$ cat src/rtl/mul_usg_seq.sv
// mul_usg_seq: sequential shift-and-add multiplier, retires K multiplier bits per cycle with
// valid/ready handshakes on both sides. Optional macro MUL_SIGNED_EN adds two's-complement mode.
module mul_usg_seq #(
  parameter int N = 11,
  parameter int K = 1
) (
  input  logic           clk,
  input  logic           rst_n,
  input  logic           in_valid,
  output logic           in_ready,
  input  logic [N-1:0]   A,
  input  logic [N-1:0]   B,
`ifdef MUL_SIGNED_EN
  input  logic           sign_mode,
`endif
  output logic           out_valid,
  input  logic           out_ready,
  output logic [2*N-1:0] Z,
  output logic           busy
);

  localparam int L  = (N + K - 1) / K;
  localparam int BW = L * K;
  localparam int AW = 2 * N + K;
  localparam int IW = (L > 1) ? $clog2(L) : 1;

  typedef enum logic [1:0] {
    IDLE = 2'd0,
    BUSY = 2'd1,
    DONE = 2'd2
  } state_t;

  state_t         state_r;
  state_t         state_nx_s;
  logic           accept_s;
  logic           step_s;
  logic           last_s;
  logic [AW-1:0]  mcand_r;
  logic [AW-1:0]  acc_r;
  logic [AW-1:0]  prod_s;
  logic [AW-1:0]  acc_nx_s;
  logic [BW-1:0]  mplier_r;
  logic [IW-1:0]  iter_r;
  logic [2*N-1:0] z_r;
  logic [2*N-1:0] z_nx_s;
  logic [N-1:0]   a_lat_s;
  logic [N-1:0]   b_lat_s;
  logic           in_ready_r;
  logic           out_valid_r;
  logic           busy_r;

`ifdef MUL_SIGNED_EN
  logic neg_r;
  logic neg_in_s;

  // The most negative operand maps to 2^(N-1), which still fits in N unsigned bits.
  function automatic logic [N-1:0] magnitude(input logic [N-1:0] v, input logic sm);
    logic [N-1:0] m;
    if (sm && v[N-1]) begin
      m = ~v + N'(1);
    end else begin
      m = v;
    end
    return m;
  endfunction

  function automatic logic [2*N-1:0] negate(input logic [2*N-1:0] v);
    return ~v + (2*N)'(1);
  endfunction

  assign a_lat_s  = magnitude(A, sign_mode);
  assign b_lat_s  = magnitude(B, sign_mode);
  assign neg_in_s = sign_mode & (A[N-1] ^ B[N-1]);
  assign z_nx_s   = neg_r ? negate(acc_nx_s[2*N-1:0]) : acc_nx_s[2*N-1:0];
`else
  assign a_lat_s  = A;
  assign b_lat_s  = B;
  assign z_nx_s   = acc_nx_s[2*N-1:0];
`endif

  // Multiplicand is pre-shifted each step, so the low K multiplier bits always weight it correctly.
  assign prod_s   = mcand_r * AW'(mplier_r[K-1:0]);
  assign acc_nx_s = acc_r + prod_s;
  assign last_s   = (iter_r == IW'(L - 1));

  // State register plus registered handshake/status outputs derived from the next state.
  always_ff @(posedge clk or negedge rst_n) begin
    if (!rst_n) begin
      state_r     <= IDLE;
      in_ready_r  <= 1'b1;
      out_valid_r <= 1'b0;
      busy_r      <= 1'b0;
    end else begin
      state_r     <= state_nx_s;
      in_ready_r  <= (state_nx_s == IDLE);
      out_valid_r <= (state_nx_s == DONE);
      busy_r      <= (state_nx_s != IDLE);
    end
  end

  // Next-state selection.
  always_comb begin
    state_nx_s = state_r;
    case (state_r)
      IDLE: begin
        if (in_valid) begin
          state_nx_s = BUSY;
        end else begin
          state_nx_s = IDLE;
        end
      end
      BUSY: begin
        if (last_s) begin
          state_nx_s = DONE;
        end else begin
          state_nx_s = BUSY;
        end
      end
      DONE: begin
        if (out_ready) begin
          state_nx_s = IDLE;
        end else begin
          state_nx_s = DONE;
        end
      end
      default: state_nx_s = IDLE;
    endcase
  end

  // Datapath control strobes decoded from the current state.
  always_comb begin
    accept_s = 1'b0;
    step_s   = 1'b0;
    case (state_r)
      IDLE:    accept_s = in_valid;
      BUSY:    step_s   = 1'b1;
      DONE:    step_s   = 1'b0;
      default: step_s   = 1'b0;
    endcase
  end

  // Operand latch, accumulate/shift iterations and result capture on the final step.
  always_ff @(posedge clk or negedge rst_n) begin
    if (!rst_n) begin
      mcand_r  <= {AW{1'b0}};
      mplier_r <= {BW{1'b0}};
      acc_r    <= {AW{1'b0}};
      iter_r   <= {IW{1'b0}};
      z_r      <= {(2*N){1'b0}};
`ifdef MUL_SIGNED_EN
      neg_r    <= 1'b0;
`endif
    end else if (accept_s) begin
      mcand_r  <= AW'(a_lat_s);
      mplier_r <= BW'(b_lat_s);
      acc_r    <= {AW{1'b0}};
      iter_r   <= {IW{1'b0}};
`ifdef MUL_SIGNED_EN
      neg_r    <= neg_in_s;
`endif
    end else if (step_s) begin
      acc_r    <= acc_nx_s;
      mcand_r  <= mcand_r << K;
      mplier_r <= mplier_r >> K;
      iter_r   <= iter_r + IW'(1);
      if (last_s) begin
        z_r <= z_nx_s;
      end
    end
  end

  assign in_ready  = in_ready_r;
  assign out_valid = out_valid_r;
  assign busy      = busy_r;
  assign Z         = z_r;

endmodule

$ cat config.mk
export PLATFORM = sky130hd
export DESIGN_NAME = mul_usg_seq
export DESIGN_NICKNAME = d
export VERILOG_FILES = /design/src/rtl/mul_usg_seq.sv
export SDC_FILE = /design/constraint.sdc
export NUM_CORES = 1
export LEC_CHECK = 0
export BUFFER_PORTS_ARGS = -buffer_cell sky130_fd_sc_hd__buf_2
export CORE_MARGIN = 2
export CORE_UTILIZATION = 50
export CTS_BUF_LIST = sky130_fd_sc_hd__clkbuf_4
export CTS_CLUSTER_DIAMETER = 40
export CTS_CLUSTER_SIZE = 25
export DETAILED_ROUTE_END_ITERATION = 8
export MAX_ROUTING_LAYER = met4
export PLACE_DENSITY_LB_ADDON = 0.1
export SYNTH_ARGS = -nofsm -noshare
export SYNTH_HDL_FRONTEND = slang
export SYNTH_SLANG_ARGS = --single-unit
$ cat constraint.sdc
create_clock -name clk -period 2.75 [get_ports clk]
set_clock_uncertainty 0.1 [all_clocks]
set_input_delay 0.275 -clock clk [delete_from_list [all_inputs] [get_ports clk]]
set_output_delay 0.275 -clock clk [all_outputs]
set_load 0.005 [all_outputs]
Word level (Yosys, flattened, before mapping)
Index checks and enable logic that the tools add are counted.
{ "classes": {"n_addsub": 2, "mul": 1, "n_eq_ne": 4, "mux": 14, "bitwise_logic": 1, "n_reduce_logical": 5} }
{ "op_table": {"columns": ["cell", "n"], "rows": [
  ["2-to-1 mux 23 bit", 4],
  ["adder 23 bit", 1],
  ["multiplier 23 x 1 -> 23 bit", 1],
  ["2-to-1 mux 11 bit", 2],
  ["2-to-1 mux 4 bit", 2],
  ["case mux 2 bit (3 select lines)", 1],
  ["adder 4 x 1 -> 4 bit (second input constant)", 1],
  ["== test 2 bit (second input constant)", 2],
  ["== test 4 bit (second input constant)", 1],
  ["zero test 2 bit", 2],
  ["2-to-1 mux 2 bit", 2],
  ["nonzero test 2 bit", 2],
  ["2-to-1 mux 1 bit", 3],
  ["AND reduction 3 bit", 1],
  ["== test 2 x 1 -> 1 bit (second input constant)", 1],
  ["NOT 1 bit", 1]
]} }
{ "word_totals": {"reg_bits": 88} }

Depth between registers and ports, before layout
Gate-level depths: netlist of the first run.
{ "depth": {"word_depth": 4, "depth_mapped": 12, "depth_no_buf": 11} }

Worst setup path before layout of the first run
Ideal clock, no wire load.
{ "synth_timing": {"path_kind": "reg-to-reg", "start": "reg mplier_r[0]", "end": "reg z_r[18] (netlist: Z[18])", "setup_ns": 0.125, "t_arrival_ns": 2.468, "path_slack_ns": 0.057, "path_stages_with_launch": 13, "period_less_slack_ns": 2.693, "cell_sequence": "dfrtp_1 -> clkbuf_1 -> and2_1 -> ha_1 -> inv_1 -> fa_1 -> nor2b_1 -> o211ai_2 -> a21oi_2 -> a22oi_1 -> o311ai_1 -> xor2_1 -> mux2_2"} }
{ "synth_between": {"elab_chain_len": 2} }
{ "synth_rtl": {"columns": ["item", "line", "source"], "rows": [
  ["from (decl)", "42", "logic [BW-1:0] mplier_r;"],
  ["from (signal assigned)", "146", "mplier_r <= {BW{1'b0}};"],
  ["from (signal assigned)", "155", "mplier_r <= BW'(b_lat_s);"],
  ["from (signal assigned)", "164", "mplier_r <= mplier_r >> K;"],
  ["multiplier 23 x 1 -> 23 bit", "82", "assign prod_s = mcand_r * AW'(mplier_r[K-1:0]);"],
  ["adder 23 bit", "83", "assign acc_nx_s = acc_r + prod_s;"],
  ["to (signal assigned)", "149", "z_r <= {(2*N){1'b0}};"],
  ["to (signal assigned)", "167", "z_r <= z_nx_s;"],
  ["to (decl)", "44", "logic [2*N-1:0] z_r;"]
]} }
No other way between the ends.
A chain may end at the register's enable or synchronous reset.

Worst setup path in the final report of the first run
{ "layout_timing": {"start": "reg mplier_r[0]", "end": "reg z_r[19] (netlist: Z[19])"} }
Same word-level chain as after synthesis.

==> metrics.txt, run 1 <==
critical path arrival=a little under 3 ns; Post-Layout Cell Count=694; crit path max fanout=10; critical-path cell list=buf_4 > and2_1 > ha_4 > and4_1 > nand3_1 > a21oi_4 > o21ai_2 > o41ai_2 > xor2_1 > mux2_2; I/O Buffers=50; top cells by area, synth=dfrtp_1 45%, ha_1 6.0%, a22o_1 5.1%; Net Sw Frac=0.398; final routed DRC violation total=0; Net Switching=0.00200 W; WL/cell=approximately 17 µm; register bit total from synthesis=86; slowest cell on the critical path=dfrtp_1; core area=approximately 9200 µm²; number of diodes=0; initial antenna violation count=0; Mean Syn Cell Area=9.87 µm²; Final min period=~2.7 ns; fmax=roughly 370 MHz; vias in the first global route=between 3k and 4k; RSZ-0062 raised after global routing=yes; HP Class=in2reg; drt first pass iters=5; share of layout cells above drive strength 1=0.218; leakage power=2.71 nW; syn_nets=533; register area share after synthesis=0.452; Internal Pwr Total=roughly 0.0030 W; final setup fails=0; most frequent cells after synthesis=85 x dfrtp_1, 57 x nand2_1, 35 x o21ai_0, 32 x a21oi_1, 28 x a22o_1; maxcap violations=0; H-tree levels=3; Least-Margin Pin Slew=0.763 ns; Die X=between 100 and 150 µm; HPWL after detailed placement=7.90 mm; Peak supply drop=~0.00052 V; DR vias=slightly below 4k; Comb power frac=0.428; cell taking the most area after synthesis=dfrtp_1; Max Buffers Root-to-Sink=2; Post-Syn Instances=between 400 and 500; Die ar.=a little over 10,000 µm²; Initial DRC Count=roughly 160; Post-synth ARST share=1.00; Starting Density=0.516; Synth top area share=0.446; outcome=completed; Clock Sinks=86; IO Count=51; Reg clk slew, reported paths=0.16 ns; root buf cell=clkbuf_4; number of buffers created by CTS=9; synth warn=0; Total GRT Usage=0.238; Post-Route WL=11.6 mm; Pins Over Slew Limit=0; gpl congestion=0.863; CP Capture Type=flop; synthesis-to-finish area growth=19.7%; Routed Antenna Nets=0; vias per cell=approximately 5.7; power per cell area=roughly 880 nW/µm²; worst rel slew slack=0.491; final core utilization=0.618; most frequent cell after synthesis=dfrtp_1; EDFF count, synth=0; largest net degree at the start of global routing=53; Required @ worst endpoint=around 3 ns; mapped cell area=about 4800 µm²; GRT overflow=0; CTS tree=yes; num rows=35; R2R Setup Slk=0.07 ns; Clock Latency Late Sink=0.47 ns; part of the power in registers=0.413; post-route clock period utilization=0.973; Hold Vio Cnt, Final=0; slowest stage delay, CP=roughly 0.42 ns; top_reg_cell synth=dfrtp_1; CP Launch Type=flop; Die Ht=102 µm; Distinct cells, synth=60; critical path class=reg2reg; NumNets Final=610; Placed Cells incl. Taps=around 650; first-pass GRT wire length=about 19 mm; Clk pwr share=0.159
## cell families after synthesis
| logic type | share of synthesized area |
|---|---|
| buf+inv | 0.0333 |
| mux | 0.0346 |
| xor+xnor | 0.0294 |
| fa+ha+maj | 0.0646 |
| flops | 0.452 |
| simple gates | 0.154 |
| compound gates | 0.232 |
## state kept, by name (all words and copies together) (netlist names)
signal     flops
busy           1
in_ready       1
iter_r         4
state_r        2
acc_r         22
out_valid      1
Z             22
mcand_r       22
mplier_r      11
## worst max-delay path: cells and delay by family, from the launching register on
family | cells | cell delay (ns)
adder cells (fa/ha/maj) | 1 | 0.30
flip-flops | 1 | 0.42
AND/OR/NAND/NOR | 3 | 0.55
buffers and inverters | 1 | 0.17
AO/OA/AOI/OAI | 3 | 0.61
multiplexers | 1 | 0.28
XOR/XNOR | 1 | 0.13
## cells in the final DEF (no fill, tap or decap), drive strengths merged, types with 22 or more instances in the layout
cell type,netlist,final
dfrtp,85,85
a21oi,34,34
and2,23,23
ha,23,23
o21ai,42,42
nand2,57,57
a22o,28,28
buf,3,70
a22oi,22,22
dlygate4sd3,0,23
## through the flow
step | hold WS, ns | setup slack, ns | setup TNS, ns | area (µm²) | total power, W
floorplan | -0.121 | 0.0572 | 0 | 4770 | 0.00345
global placement | 0.160 | 0.0633 | 0 | 5220 | 0.00409
CTS | 0.000240 | -0.0127 | -0.0127 | 5600 | 0.00497
finish | 0.0358 | 0.0741 | 0 | 5710 | 0.00502
detailed placement | 0.170 | 0.00204 | 0 | 5220 | 0.00414
global route | 0.0217 | -0.0683 | -0.109 | 5710 | 0.00539
## per-layer routing
metal  global-route usage  wire length (µm)  part of all wire
met1                0.325              5530              0.48
met2                0.359              5500              0.48
met3               0.0538               412             0.036
met4               0.0644               134             0.012
met5                    -                 0                 0
## final cells by class
class                      count  area, µm²
clock buffer                   9       67.6
clock inverter                 7       80.1
fill                         789       3530
inverter                       9       33.8
multi-input combinational    361       2570
sequential                    86       2150
tap                          129        161
timing repair buffer          93        646
## what timing repair did
action	CTS	global route
hold buffers	21	2
pin swaps	1	2
hold endpoints to repair	54	2
resized for setup	2	12
setup endpoints to repair	3	16
setup buffers	0	2
## path summary, 6_finish.rpt
check / start / to / cells after the start
max: mplier_r[0] / Z[19] / 10
min: B[4] / mplier_r[4] / 3
max reg2reg: mplier_r[0] / Z[19] / 10
min reg2reg: Z[6] / Z[6] / 2
max in group asynchronous: rst_n / acc_r[14] / 3
min in group asynchronous: rst_n / Z[10] / 2
## power by group through the flow
stage | Sequential [W] | Combinational [W] | Clock [W]
floorplan | 0.00199 | 0.00146 | 0
global placement | 0.00208 | 0.00202 | 0
detailed placement | 0.00208 | 0.00206 | 0
CTS | 0.00207 | 0.00209 | 0.000811
global route | 0.00213 | 0.00239 | 0.000863
finish | 0.00207 | 0.00215 | 0.000796
No activity file was read; power rests on OpenSTA's default activity.
==> run 2: changes to the inputs <==
MAX_ROUTING_LAYER = unset   (was met4)
clock period = 3.15 ns   (was 2.75 ns; I/O delays follow)
==> metrics.txt, run 2 (synthesis gave the netlist of run 1 again) <==
outcome=completed (unchanged); Routed Antenna Nets=0 (unchanged); Pins Over Slew Limit=0 (unchanged); Least-Margin Pin Slew=0.788 ns (was 0.763 ns); maxcap violations=0 (unchanged); vias in the first global route=3,611 (was 3,751); Hold Buf Count CTS=3 (was 21); final routed DRC violation total=0 (unchanged); Power Total=0.00409 W (was 0.00502 W); critical path arrival=3.10 ns (was 2.93 ns); Total GRT Usage=0.226 (was 0.238); HPWL after detailed placement=7.66 mm (was 7.90 mm); CTS tree=yes (unchanged); Starting Density=0.516 (unchanged); HP Class=in2reg (unchanged); largest net degree at the start of global routing=48 (was 53); final setup fails=0 (unchanged); most frequent cells in the layout=85 x dfrtp_1, 57 x nand2_1, 49 x buf_2 (was 85 x dfrtp_1, 56 x nand2_1, 49 x buf_2); post-route clock period utilization=0.912 (was 0.973); slowest cell on the critical path=dfrtp_1 (unchanged); CP delay by family, top=compound AO/OA/AOI/OAI gates (unchanged); leakage power=2.56 nW (was 2.71 nW); Required @ worst endpoint=3.37 ns (was 3.00 ns); fmax=348 MHz (was 374 MHz); Fin Setup TNS=0 ns (unchanged); worst hold path depth=3 (unchanged); post-CTS setup buffer count=0 (unchanged); vias per cell=5.63 (was 5.67); Initial DRC Count=125 (was 156); Die X=102 µm (unchanged); gpl congestion=0.851 (was 0.863); IO Count=51 (unchanged); worst r2r dst=Z[18] (was Z[19]); Post-Route WL=10.7 mm (was 11.6 mm); R2R Setup Slk=0.28 ns (was 0.07 ns); num rows=35 (unchanged); DR vias=3,740 (was 3,938); slowest stage delay, CP=0.52 ns (was 0.42 ns); Max Buffers Root-to-Sink=2 (unchanged); core area=9240 µm² (unchanged); Crit path depth=11 (was 10); post_cts resized=0 (was 2); RSZ-0062 raised after global routing=no (was yes); I/O Buffers=50 (unchanged); Die ar.=10,300 µm² (unchanged); R2R depth=11 (was 10); FILL cells=835 (was 789); Die Ht=102 µm (unchanged); CP Launch Type=flop (unchanged); number of diodes=0 (unchanged); Peak supply drop=0.000349 V (was 0.000516 V); Reg clk slew, reported paths=0.16 ns (about the same); area of the multi-input gates=2470 µm² (was 2570 µm²); H-tree levels=3 (unchanged); Clock Latency Late Sink=0.44 ns (was 0.47 ns); CP endpoint=Z[18] (was Z[19]); GRT overflow=0 (unchanged); NumNets Final=580 (was 610); WL/cell=16.1 µm (was 16.7 µm); share of layout cells above drive strength 1=0.189 (was 0.218); reg-to-reg startpoint=mplier_r[0] (unchanged); crit path max fanout=12 (was 10); drt first pass iters=7 (was 5); Clock Sinks=86 (unchanged); register area=2150 µm² (unchanged); critical-path cell list=and2_1 > ha_1 > inv_1 > fa_1 > nor2b_1 > o211ai_2 > a21oi_2 > a22oi_1 > o311ai_1 > xor2_1 > mux2_2 (was buf_4 > and2_1 > ha_4 > and4_1 > nand3_1 > a21oi_4 > o21ai_2 > o41ai_2 > xor2_1 > mux2_2); CP startpoint=mplier_r[0] (unchanged); synthesis-to-finish area growth=11.4% (was 19.7%); critical path class=reg2reg (unchanged); number of buffers created by CTS=9 (unchanged); power per cell area=769 nW/µm² (was 879 nW/µm²); worst rel slew slack=0.474 (was 0.491); initial antenna violation count=0 (unchanged); most common cell after layout, fill and taps aside=dfrtp_1 (unchanged); Final min period=2.87 ns (was 2.68 ns); CP Capture Type=flop (unchanged); first-pass GRT wire length=18.3 mm (was 18.7 mm); root buf cell=clkbuf_4 (unchanged); Hold Vio Cnt, Final=0 (unchanged); CP bufs+invs=1 (unchanged)
==> run 2: changes by cell type in the layout (fill, tap and decap cells not counted), moves of 4 or more <==
cell           change
dlygate4sd3_1     -20
ha_1               +5
ha_4               -4
buf_4             -10
==> run 2: worst min path at each step <==
| stage | start | endpoint | slack, ns |
|---|---|---|---|
| finish | B[6] | mplier_r[6] | 0.05 |
| global route | B[10] | mplier_r[10] | 0.02 |
| CTS | B[6] | mplier_r[6] | 0.03 |
| detailed placement | rst_n | acc_r[10] | 0.24 |
| global placement | rst_n | Z[10] | 0.23 |
| floorplan | rst_n | Z[0] | -0.08 |
==> run 2: cell type report <==
| cell class | count | area share |
|---|---|---|
| multi-input combinational | 361 | 0.466 |
| sequential | 86 | 0.406 |
| timing repair buffer | 63 | 0.0697 |
| tap | 129 | 0.0304 |
| clock buffer | 9 | 0.0127 |
| clock inverter | 7 | 0.00919 |
| inverter | 9 | 0.00636 |
==> run 2: routing by layer <==
layer,vias up,global-route usage,wire length [µm]
li1,1847,-,-
met1,1832,0.327,5320
met2,53,0.353,4970
met3,8,0.0469,298
met4,0,0.0509,99
met5,-,0,0
==> run 2: through the flow <==
| stage | cell area [µm²] | instances | setup slack, ns | util | hold WS (ns) |
|---|---|---|---|---|---|
| 6_report | 5310 | 664 | 0.276 | 0.575 | 0.0457 |
| 5_1_grt | 5310 | 664 | 0.101 | 0.575 | 0.0177 |
| 4_1_cts | 5310 | 664 | 0.264 | 0.575 | 0.0264 |
| 3_5_place_dp | 5160 | 645 | 0.328 | 0.559 | 0.238 |
| 3_3_place_gp | 5160 | 645 | 0.347 | 0.559 | 0.233 |
| 2_1_floorplan | 4770 | 483 | 0.457 | - | -0.0806 |
==> run 2: report_power, final <==
| part | switching [W] | internal (W) |
|---|---|---|
| logic | 0.000922 | 0.000775 |
| registers | 0.000301 | 0.00151 |
| clock network | 0.000416 | 0.000166 |
==> run 2: worst min-delay path: stages <==
cell and delay [ns]:
buf_2 0.08, a21oi_1 0.04, o21ai_0 0.12
